## config.mk

```make
export PLATFORM = sky130hd
export DESIGN_NAME = hazard_ctrl_unit
export DESIGN_NICKNAME = d
export VERILOG_FILES = /design/src/rtl/hazard_ctrl_unit_pkg.sv /design/src/rtl/hazard_ctrl_unit_fwd_select.sv /design/src/rtl/hazard_ctrl_unit.sv
export SDC_FILE = /design/constraint.sdc
export NUM_CORES = 1
export LEC_CHECK = 0
export ABC_AREA = 1
export ABC_CLOCK_PERIOD_IN_PS = 1300
export CELL_PAD_IN_SITES_DETAIL_PLACEMENT = 2
export CELL_PAD_IN_SITES_GLOBAL_PLACEMENT = 2
export CORE_ASPECT_RATIO = 0.8
export CORE_MARGIN = 4
export CORE_UTILIZATION = 24
export CTS_CLUSTER_DIAMETER = 30
export DETAILED_ROUTE_END_ITERATION = 7
export MAX_ROUTING_LAYER = met4
export PLACE_DENSITY = 0.78
export SLEW_MARGIN = 20
export SYNTH_ARGS = -nofsm -noshare
export SYNTH_HDL_FRONTEND = slang
export SYNTH_SLANG_ARGS = --single-unit
export TNS_END_PERCENT = 100
```

## constraint.sdc

```tcl
create_clock -name clock_i -period 1.3 [get_ports clock_i]
set_input_delay 0.13 -clock clock_i [delete_from_list [all_inputs] [get_ports clock_i]]
set_output_delay 0.13 -clock clock_i [all_outputs]
set_load 0.01 [all_outputs]
```

## src/rtl/hazard_ctrl_unit_pkg.sv

```systemverilog
// rtl/hazard_ctrl_unit_pkg.sv - shared pipeline constants for the hazard control unit
package hazard_ctrl_unit_pkg;
  localparam logic [1:0] FWD_REG   = 2'd0;
  localparam logic [1:0] FWD_EXMEM = 2'd1;
  localparam logic [1:0] FWD_MEMWB = 2'd2;
  localparam logic [4:0] REG_ZERO  = 5'd0;

  typedef enum logic {
    IDLE    = 1'b0,
    MD_BUSY = 1'b1
  } md_state_e;
endpackage

```

## src/rtl/hazard_ctrl_unit_fwd_select.sv

```systemverilog
// rtl/hazard_ctrl_unit_fwd_select.sv - per-operand forward select; nearer producer wins, $0 never forwards
module hazard_ctrl_unit_fwd_select
  import hazard_ctrl_unit_pkg::*;
(
  input  logic [4:0] id_reg_i,
  input  logic       id_use_i,
  input  logic [4:0] ex_write_reg_i,
  input  logic       ex_reg_write_i,
  input  logic [4:0] mem_write_reg_i,
  input  logic       mem_reg_write_i,
  output logic [1:0] fwd_sel_o,
  output logic       hit_ex_o
);
  logic hit_mem;

  assign hit_ex_o = id_use_i & ex_reg_write_i & (ex_write_reg_i != REG_ZERO)
                    & (ex_write_reg_i == id_reg_i);
  assign hit_mem  = id_use_i & mem_reg_write_i & (mem_write_reg_i != REG_ZERO)
                    & (mem_write_reg_i == id_reg_i);

  assign fwd_sel_o = hit_ex_o ? FWD_EXMEM : (hit_mem ? FWD_MEMWB : FWD_REG);
endmodule

```

## src/rtl/hazard_ctrl_unit.sv

```systemverilog
// rtl/hazard_ctrl_unit.sv - load-use stall, mul/div occupancy stall2, branch flush and forwarding selects
module hazard_ctrl_unit
  import hazard_ctrl_unit_pkg::*;
#(
  parameter int unsigned MD_LATENCY = 4,
  parameter int unsigned CNT_W      = 32
) (
  input  logic             clock_i,
  input  logic             reset_i,
  input  logic [4:0]       id_rs_i,
  input  logic [4:0]       id_rt_i,
  input  logic             id_use_rs_i,
  input  logic             id_use_rt_i,
  input  logic [4:0]       ex_write_reg_i,
  input  logic             ex_reg_write_i,
  input  logic             ex_memto_reg_i,
  input  logic             ex_is_muldiv_i,
  input  logic [4:0]       mem_write_reg_i,
  input  logic             mem_reg_write_i,
  input  logic             ex_branch_taken_i,
  output logic             stall_o,
  output logic             stall2_o,
  output logic             flush_o,
  output logic [1:0]       fa_o,
  output logic [1:0]       fb_o,
  output logic             md_busy_o,
  output logic [CNT_W-1:0] stall_count_o
);
  localparam logic [3:0] MD_INIT = 4'(MD_LATENCY - 1);

  md_state_e        state_q;
  logic [3:0]       md_cnt_q;
  logic [CNT_W-1:0] stall_count_q, stall_count_d;
  logic [1:0]       fa_raw, fb_raw;
  logic             hit_ex_rs, hit_ex_rt;
  logic             stall_raw, busy;

  hazard_ctrl_unit_fwd_select u_fwd_rs (
    .id_reg_i       (id_rs_i),
    .id_use_i       (id_use_rs_i),
    .ex_write_reg_i (ex_write_reg_i),
    .ex_reg_write_i (ex_reg_write_i),
    .mem_write_reg_i(mem_write_reg_i),
    .mem_reg_write_i(mem_reg_write_i),
    .fwd_sel_o      (fa_raw),
    .hit_ex_o       (hit_ex_rs)
  );

  hazard_ctrl_unit_fwd_select u_fwd_rt (
    .id_reg_i       (id_rt_i),
    .id_use_i       (id_use_rt_i),
    .ex_write_reg_i (ex_write_reg_i),
    .ex_reg_write_i (ex_reg_write_i),
    .mem_write_reg_i(mem_write_reg_i),
    .mem_reg_write_i(mem_reg_write_i),
    .fwd_sel_o      (fb_raw),
    .hit_ex_o       (hit_ex_rt)
  );

  assign busy      = (state_q == MD_BUSY);
  // A squashed ID instruction never stalls, and mul/div occupancy already bubbles.
  assign stall_raw = (hit_ex_rs | hit_ex_rt) & ex_memto_reg_i & ~ex_branch_taken_i & ~busy;

  // Combinational outputs are forced low while reset is held.
  assign stall_o   = stall_raw & reset_i;
  assign flush_o   = ex_branch_taken_i & reset_i;
  assign fa_o      = reset_i ? fa_raw : FWD_REG;
  assign fb_o      = reset_i ? fb_raw : FWD_REG;
  assign stall2_o  = busy;
  assign md_busy_o = busy;
  assign stall_count_o = stall_count_q;

  always_ff @(posedge clock_i or negedge reset_i) begin
    if (!reset_i) begin
      state_q  <= IDLE;
      md_cnt_q <= 4'd0;
    end else begin
      case (state_q)
        IDLE: begin
          if (ex_is_muldiv_i) begin
            md_cnt_q <= MD_INIT;
            state_q  <= MD_BUSY;
          end
        end
        MD_BUSY: begin
          if (md_cnt_q == 4'd0) state_q <= IDLE;
          else                  md_cnt_q <= md_cnt_q - 4'd1;
        end
        default: state_q <= IDLE;
      endcase
    end
  end

  always_comb begin
    stall_count_d = stall_count_q;
    if (stall_raw | busy) stall_count_d = stall_count_q + {{(CNT_W-1){1'b0}}, 1'b1};
  end

  always_ff @(posedge clock_i or negedge reset_i) begin
    if (!reset_i) stall_count_q <= '0;
    else          stall_count_q <= stall_count_d;
  end
endmodule

```

# After elaboration in Yosys (flattened, before gate mapping)
# Cells that the tools add are included.
# classes
n_addsub	2
n_eq_ne	6
muxes	12
bitwise	21
reduce_logical	4
# ops
op	count
$add 32x1->32 const B	1
$eq 5x5->1	4
$and 1x1->1	17
$mux 2	6
$reduce_bool 5->1	2
$mux 4	2
$pmux 4 s2	1
$logic_not 4->1	1
$ne 2x2->1 const B	2
$sub 4x1->4 const B	1
$mux 1	2
$not 1->1	2
$or 1x1->1	2
$pmux 1 s2	1
$reduce_and 2->1	1
# totals
regBits	37
input_bits	29
output_inout_bits	40
elab_cells	48

# Longest topological paths before layout
# Gate-level depths: netlist (run 1).
# depth
word_depth	8
mapped_depth	11
depth_no_buf	11

# Hierarchy
# A second synthesis (run 1) with hierarchy kept.
# unflattened
cells_unflattened	413
hier_area_um2	2690.1
# by_module_without_submodules
mod	n_inst	cells_each	area_per_inst_um2	seq_area_each_um2
hazard_ctrl_unit	1	299	2222.1	925.9
hazard_ctrl_unit_fwd_select	2	57	234.0	0.0

# Least setup slack after synthesis (run 1)
# Ideal clock, no wire load.
# synth_path
path_type	reg-to-reg
from	register stall_count_q[0] (netlist: stall_count_o[0])
to	register stall_count_q[18] (netlist: stall_count_o[18])
setup_time_ns	0.117
arrival_time_ns	1.399
required_time_ns	1.183
setup_slack_ns	-0.216
path_stages_with_launch	11
path_buffers	0
period_less_slack_ns	1.516
cell_sequence	dfrtp_1 ha_1 nand3_4 inv_2 nand2_2 inv_2 nand3_1 o21ai_1 nand2_1 nand2_1 nand2_1
# synth_via
elab_chain_cells	1
# synth_lines
element	line_no	text
from (decl)	hazard_ctrl_unit.sv:33	logic [CNT_W-1:0] stall_count_q, stall_count_d;
from (signal assigned)	hazard_ctrl_unit.sv:101	else stall_count_q <= stall_count_d;
$add 32x1->32	hazard_ctrl_unit.sv:96	if (stall_raw | busy) stall_count_d = stall_count_q + {{(CNT_W-1){1'b0}}, 1'b1};
# No other way between the ends.
# A chain may end at the register's enable or synchronous reset.

# Final worst setup path (run 1)
# layout_path
from	register stall_count_q[11] (netlist: stall_count_o[11])
to	register stall_count_q[28] (netlist: stall_count_o[28])
# The elaborated chain is that of the path after synthesis.

==> results of run 1 <==
-- state kept, by name, summed over array words and instances (netlist names) --
| signal | count |
|---|---|
| md_busy_o | 1 |
| stall_count_o | 32 |
| md_cnt_q | 4 |
-- layout by cell type (no fill, tap or decap), drive strengths merged --
cell and instances:
nor3 15, clkdlybuf4s50 2, nand2 177, o22ai 1, clkinvlp 1, o21ai 9, and3 1, inv 42
nand3 50, dlymetal6s2s 2, clkdlybuf4s15 15, clkbuf 18, nor2 55, buf 136, nand4 6, a21oi 2
dfrtp 37, ha 2, bufinv 1, clkinv 2, or2 1, xor2 14, nand3b 5, xnor2 13
dlygate4sd2 16
-- where the power goes --
part | internal, mW | switching (mW)
registers | 1.33 | 0.174
logic | 1.28 | 1.54
clock network | 0.911 | 0.607
total | 3.53 | 2.32
-- logic make-up after synthesis --
| kind of cell | after synthesis |
|---|---|
| compound gates | 12 |
| xor+xnor | 27 |
| simple gates | 310 |
| flops | 37 |
| fa+ha+maj | 2 |
| buf+inv | 53 |
-- layout make-up --
cell class / instances / area [um2]
fill: 1356 / 6341
multi-input combinational: 351 / 2221
timing repair buffer: 184 / 1523
sequential: 37 / 942.2
tap: 148 / 185.2
inverter: 43 / 177.7
clock buffer: 5 / 125.1
clock inverter: 3 / 46.29
-- worst register-to-register path, stage by stage (launching register included) --
cell and delay, ns:
dfrtp_1 0.42, nand2_1 0.17, nor2_2 0.18, nand2_1 0.15
nor2_1 0.14, buf_4 0.16, nand2_1 0.06, nand2_1 0.09
nand2_1 0.06, nand2_1 0.07, nand2_1 0.06
-- what timing repair did --
| action | CTS | global route |
|---|---|---|
| setup endpoints to repair | 75 | 57 |
| gates resized for setup | 241 | 104 |
| pin swaps | 48 | 45 |
| cloned | 0 | 0 |
| setup buffers | 18 | 20 |
-- final timing paths --
check / start / end / slack [ns] / cells after the start
max: stall_count_o[11] / stall_count_o[28] / -0.38 / 10
min: reset_i / stall_count_o[16] / 0.06 / 3
max reg2reg: stall_count_o[11] / stall_count_o[28] / -0.38 / 10
min reg2reg: md_cnt_q[3] / md_cnt_q[3] / 0.58 / 2
max in group asynchronous: reset_i / stall_count_o[12] / 0.81 / 3
min in group clock_i: ex_is_muldiv_i / md_cnt_q[3] / 0.56 / 4
-- routing by layer --
layer  up-vias  wire length, um  GRT usage, %
li1       1741                -             -
met1      1997             7035         27.92
met2       112             9427         40.65
met3        34              864         3.749
met4         0              359         3.487
met5         -                0             -
==> impl_metrics.env, run 1 <==
export IMPL_status="finished with violations"
export IMPL_failed_checks="setup timing"
export IMPL_ys_warn_count=0
export IMPL_htreeDepth=2
export IMPL_die_area_um2=13720
export IMPL_post_route_min_period_ns=1.685
export IMPL_antenna_found_initial=0
export IMPL_path_cells="nand2_1 -> nor2_2 -> nand2_1 -> nor2_1 -> buf_4 -> nand2_1 -> nand2_1 -> nand2_1 -> nand2_1 -> nand2_1"
export IMPL_ir_drop_mv=0.7701
export IMPL_timing_hold_ws_ns=0.06040
export IMPL_critPathCaptureType="flop"
export IMPL_timing_fmax_mhz=593.5
export IMPL_antenna_diode_count=0
export IMPL_startpoint_type="flop"
export IMPL_grt_max_degree=38
export IMPL_timing_final_hold_violations=0
export IMPL_yosys_area_share_adder_pct=0.8760
export IMPL_cp_slowest_stage_delay_ns=0.42
export IMPL_drive_gt1_share_pct=48.80
export IMPL_dp_hpwl_mm=10.45
export IMPL_grt_total_usage_pct=22.95
export IMPL_place_ws_ns=-0.8530
export IMPL_grt_pass1_vias=4343
export IMPL_clk_path_buf_depth=2
export IMPL_synth_xor_area_share_pct=8.279
export IMPL_cts_tree="done"
export IMPL_ant_nets=0
export IMPL_vias=3884
export IMPL_synth_edff_count=0
export IMPL_ys_seq_elements=37
export IMPL_cp_arrival_ns=1.87
export IMPL_synthCells=441
export IMPL_total_power_mw=5.847
export IMPL_ys_top_cells_by_count="nand2_1 (171), nor2_1 (49), nand3_1 (46)"
export IMPL_cellPowerDensity_nw_per_um2=1120
export IMPL_power_leakage_nw=2.694
export IMPL_synth_async_reset_ratio_pct=100.0
export IMPL_synthesis_nets=472
export IMPL_grt_setup_unrepaired="true"
export IMPL_die_y_um=105.6
export IMPL_synth_main_ff_cell="dfrtp_1"
export IMPL_slew_headroom_pct=62.44
export IMPL_initial_core_util_pct=24.71
export IMPL_post_synth_cell_area_avg_um2=6.477
export IMPL_synth_top_family_by_area="simple AND/OR/NAND/NOR gates"
export IMPL_synth_mux_area_share_pct=0
export IMPL_routed_wl_mm=17.69
export IMPL_cts_sinks=37
export IMPL_grt_overflow=0
export IMPL_syn_to_final_growth_pct=82.74
export IMPL_portBuffers=68
export IMPL_drt_iter0_markers=169
export IMPL_wl_per_cell_um=22.94
export IMPL_cts_hold_buffers_added=0
export IMPL_synth_top_area_share_pct=32.41
export IMPL_num_rows=35
export IMPL_crit_fanout=3
export IMPL_ys_seq_area_share_pct=32.41
export IMPL_yosys_top_cells_area="dfrtp_1 (32%), nand2_1 (22%), nand3_1 (8.1%), nor2_1 (6.4%), inv_1 (4.5%)"
export IMPL_synth_area_um2=2856
export IMPL_via_per_inst=5.038
export IMPL_synth_cell_types=30
export IMPL_fin_nets=653
export IMPL_path_buf_inv=1
export IMPL_die_x_um=130.0
export IMPL_dr_pass1_iters=4
export IMPL_grt_first_pass_wirelength_mm=23.87
export IMPL_final_setup_tns_ns=-7.044
export IMPL_cp_data_required_time_ns=1.48
export IMPL_hp_class="input port to async pin"
export IMPL_insertion_delay_ns=0.30
export IMPL_clock_root_buffer="clkbuf_16"
export IMPL_postLayoutCoreUtil_pct=45.15
export IMPL_drc=0
export IMPL_timing_final_crit_share_pct=129.6
export IMPL_synth_simple_area_share_pct=48.66
export IMPL_path_clk_slew_ns=0.07
export IMPL_place_inst=728
export IMPL_synth_most_common_cell="nand2_1"
export IMPL_critPathKind="flop to flop"
export IMPL_max_slew_worst_pin_slew_ns=0.5634
export IMPL_dpl_instance_area_um2=4329
export IMPL_fin_skew_ns=0.01097
export IMPL_ios=69
export IMPL_synth_compound_area_share_pct=2.146
export IMPL_critPathTopFamily="simple AND/OR/NAND/NOR gates"
export IMPL_crit_top_cell="nand2_1"
export IMPL_design_area_um2=5220
export IMPL_yosysTopAreaCell="dfrtp_1"
export IMPL_slowest_stage="dfrtp_1"
export IMPL_fin_ws_ns=-0.3848
export IMPL_max_cap_violations=0
export IMPL_stdcell_count=771
export IMPL_setup_violations=34
export IMPL_coreArea_um2=11560
export IMPL_slew_violations=0
export IMPL_cts_buffers_inserted=5
export IMPL_globalplace_congestion=0.8459
(Power assumes the default switching activity.)
==> inputs of run 2 (changes only) <==
--- a/config.mk
+++ b/config.mk
@@ -7,6 +7,7 @@
 export LEC_CHECK = 0
 export ABC_AREA = 1
 export ABC_CLOCK_PERIOD_IN_PS = 1300
+export CAP_MARGIN = 20
 export CELL_PAD_IN_SITES_DETAIL_PLACEMENT = 2
 export CELL_PAD_IN_SITES_GLOBAL_PLACEMENT = 2
 export CORE_ASPECT_RATIO = 0.8
==> results of run 2 <==
Final layout, timing and power as in run 1 (identical DEF).
==> inputs of run 3 (changes only) <==
--- a/config.mk
+++ b/config.mk
@@ -7,11 +7,10 @@
 export LEC_CHECK = 0
 export ABC_AREA = 1
 export ABC_CLOCK_PERIOD_IN_PS = 1300
-export CAP_MARGIN = 20
 export CELL_PAD_IN_SITES_DETAIL_PLACEMENT = 2
 export CELL_PAD_IN_SITES_GLOBAL_PLACEMENT = 2
 export CORE_ASPECT_RATIO = 0.8
-export CORE_MARGIN = 4
+export CORE_MARGIN = 1
 export CORE_UTILIZATION = 24
 export CTS_CLUSTER_DIAMETER = 30
 export DETAILED_ROUTE_END_ITERATION = 7
==> run 3 against run 2 <==
Effect of this change: critical path depth is 3 lower; the flow still finishes with violations (setup timing); via count is 8.2% higher; wire length rose by 24%; register-to-register slack lost 0.07 ns; final area up 13%; sequential power is 3% higher.
==> impl_metrics.env, run 3 (synthesized netlist as in run 1, its figures left out) <==
export IMPL_largest_register_ffs=32
export IMPL_p_comb_share_pct=55.1
export IMPL_fin_skew_ns=0.008868
export IMPL_routed_wl_mm=21.88
export IMPL_antenna_found_initial=2
export IMPL_design_area_um2=5889
export IMPL_seqPwrFrac_pct=22.5
export IMPL_cts_hold_buffers_added=0
export IMPL_switchingPower_mw=2.828
export IMPL_die_x_um=124.0
export IMPL_drc=0
export IMPL_max_slew_worst_pin_slew_ns=0.5647
export IMPL_globalplace_congestion=0.8219
export IMPL_drt_iter0_markers=206
export IMPL_vias=4201
export IMPL_failed_checks="setup timing"
export IMPL_n_fill_cell=1257
export IMPL_ir_drop_mv=1.171
export IMPL_clock_root_buffer="clkbuf_16"
export IMPL_final_cell_mix="buf_4 (109), nand2_1 (106), nand2_2 (49)"
export IMPL_fin_nets=683
export IMPL_switching_share_pct=40.98
export IMPL_cts_sinks=37
export IMPL_cp_data_required_time_ns=1.54
export IMPL_portBuffers=68
export IMPL_slew_headroom_pct=62.35
export IMPL_final_setup_tns_ns=-9.670
export IMPL_insertion_delay_ns=0.31
export IMPL_post_route_min_period_ns=1.752
export IMPL_critPathCaptureType="flop"
export IMPL_grt_max_degree=38
export IMPL_die_area_um2=12350
export IMPL_cts_tree="done"
export IMPL_cp_arrival_ns=1.99
export IMPL_clk_path_buf_depth=2
export IMPL_ant_nets=0
export IMPL_setup_violations=49
export IMPL_startpoint_type="flop"
export IMPL_timing_fmax_mhz=570.8
export IMPL_critPathKind="flop to flop"
export IMPL_path_clk_slew_ns=0.07
export IMPL_via_per_inst=5.232
export IMPL_wl_per_cell_um=27.25
export IMPL_slew_violations=0
export IMPL_timing_final_crit_share_pct=134.8
export IMPL_grt_pass1_vias=4455
export IMPL_status="finished with violations"
export IMPL_cellPowerDensity_nw_per_um2=1172
export IMPL_num_rows=35
export IMPL_initial_core_util_pct=24.71
export IMPL_power_leakage_nw=3.020
export IMPL_die_y_um=99.58
export IMPL_dr_pass1_iters=4
export IMPL_timing_hold_ws_ns=0.06219
export IMPL_place_ws_ns=-0.8837
export IMPL_max_cap_violations=0
export IMPL_coreArea_um2=11560
export IMPL_final_common_cell="buf_4"
export IMPL_grt_setup_unrepaired="true"
export IMPL_ios=69
export IMPL_cts_buffers_inserted=5
export IMPL_grt_overflow=0
export IMPL_dp_hpwl_mm=9.924
export IMPL_drive_gt1_share_pct=58.96
export IMPL_dpl_instance_area_um2=4329
export IMPL_total_power_mw=6.900
export IMPL_timing_final_hold_violations=0
export IMPL_p_int_mw=4.073
export IMPL_grt_first_pass_wirelength_mm=25.89
export IMPL_crit_fanout=4
export IMPL_fin_ws_ns=-0.4520
export IMPL_syn_to_final_growth_pct=106.2
export IMPL_hp_class="input port to async pin"
export IMPL_grt_total_usage_pct=29.32
export IMPL_p_clk_share_pct=22.4
export IMPL_htreeDepth=2
-- run 3: cell count changes in the layout (fill, tap and decap cells not counted), sizes merged --
cell / previous run / this run
diode: 0 / 2
dlygate4sd2: 16 / 21
dlymetal6s2s: 2 / 0
buf: 136 / 167
clkbuf: 18 / 14
bufbuf: 0 / 1
clkdlybuf4s15: 15 / 12
clkdlybuf4s50: 2 / 4
-- run 3: power groups by stage --
stage	registers [mW]	clock network (mW)	logic [mW]
global placement	1.52	0	2.00
finish	1.55	1.55	3.80
floorplan	1.60	0	0.931
global route	1.56	1.59	3.97
detailed placement	1.54	0	2.11
CTS	1.49	1.50	2.92
-- run 3: worst max-delay path, stage by stage (launching register included) --
cell and delay (ns):
dfrtp_2 0.44, nand2_2 0.13, nor3_4 0.30, nand2_2 0.16
nor2_4 0.19, xor2_1 0.25, nand2_1 0.13, nand2_1 0.09
-- run 3: repair_timing --
item,in CTS,in global routing
endpoints found under the setup margin,76,60
resized for setup,242,206
endpoints found under the hold margin,0,0
cloned,3,0
setup buffers,32,39
pin swaps,43,66
-- run 3: through the flow --
| step | utilization [%] | std cells |
|---|---|---|
| 6_report | 50.94 | 803 |
| 5_1_grt | 50.94 | 803 |
| 4_1_cts | 44.23 | 769 |
| 3_5_place_dp | 37.45 | 728 |
| 3_3_place_gp | 37.45 | 728 |
| 2_1_floorplan | - | 441 |
-- run 3: metal layers --
| metal | global-route usage (%) | vias to the layer above | part of all wire, % |
|---|---|---|---|
| li1 | - | 1813 | - |
| met1 | 34.24 | 2154 | 40 |
| met2 | 50.98 | 175 | 52 |
| met3 | 4.300 | 59 | 4.5 |
| met4 | 10.07 | 0 | 3.3 |
| met5 | - | - | 0 |
-- run 3: path summary, 6_finish.rpt --
path	cells past startpoint	from	to	slack, ns
max	7	stall_count_o[9]	stall_count_o[13]	-0.45
max reg2reg	7	stall_count_o[9]	stall_count_o[13]	-0.45
min	3	reset_i	stall_count_o[8]	0.06
min in group clock_i	4	ex_is_muldiv_i	md_cnt_q[3]	0.62
min reg2reg	2	md_cnt_q[3]	md_cnt_q[3]	0.64
max in group asynchronous	3	reset_i	stall_count_o[13]	0.82
-- run 3: area by class of cell --
type,instances,area [um2],share of cell area (%)
Clock buffer,5,125.1,2.124
Multi-Input combinational cell,351,2472,41.98
Timing Repair Buffer,214,1928,32.74
Sequential cell,37,945.9,16.06
Tap cell,148,185.2,3.144
Antenna cell,2,5.005,0.08498
Inverter,43,181.4,3.081
Clock inverter,3,46.29,0.7861
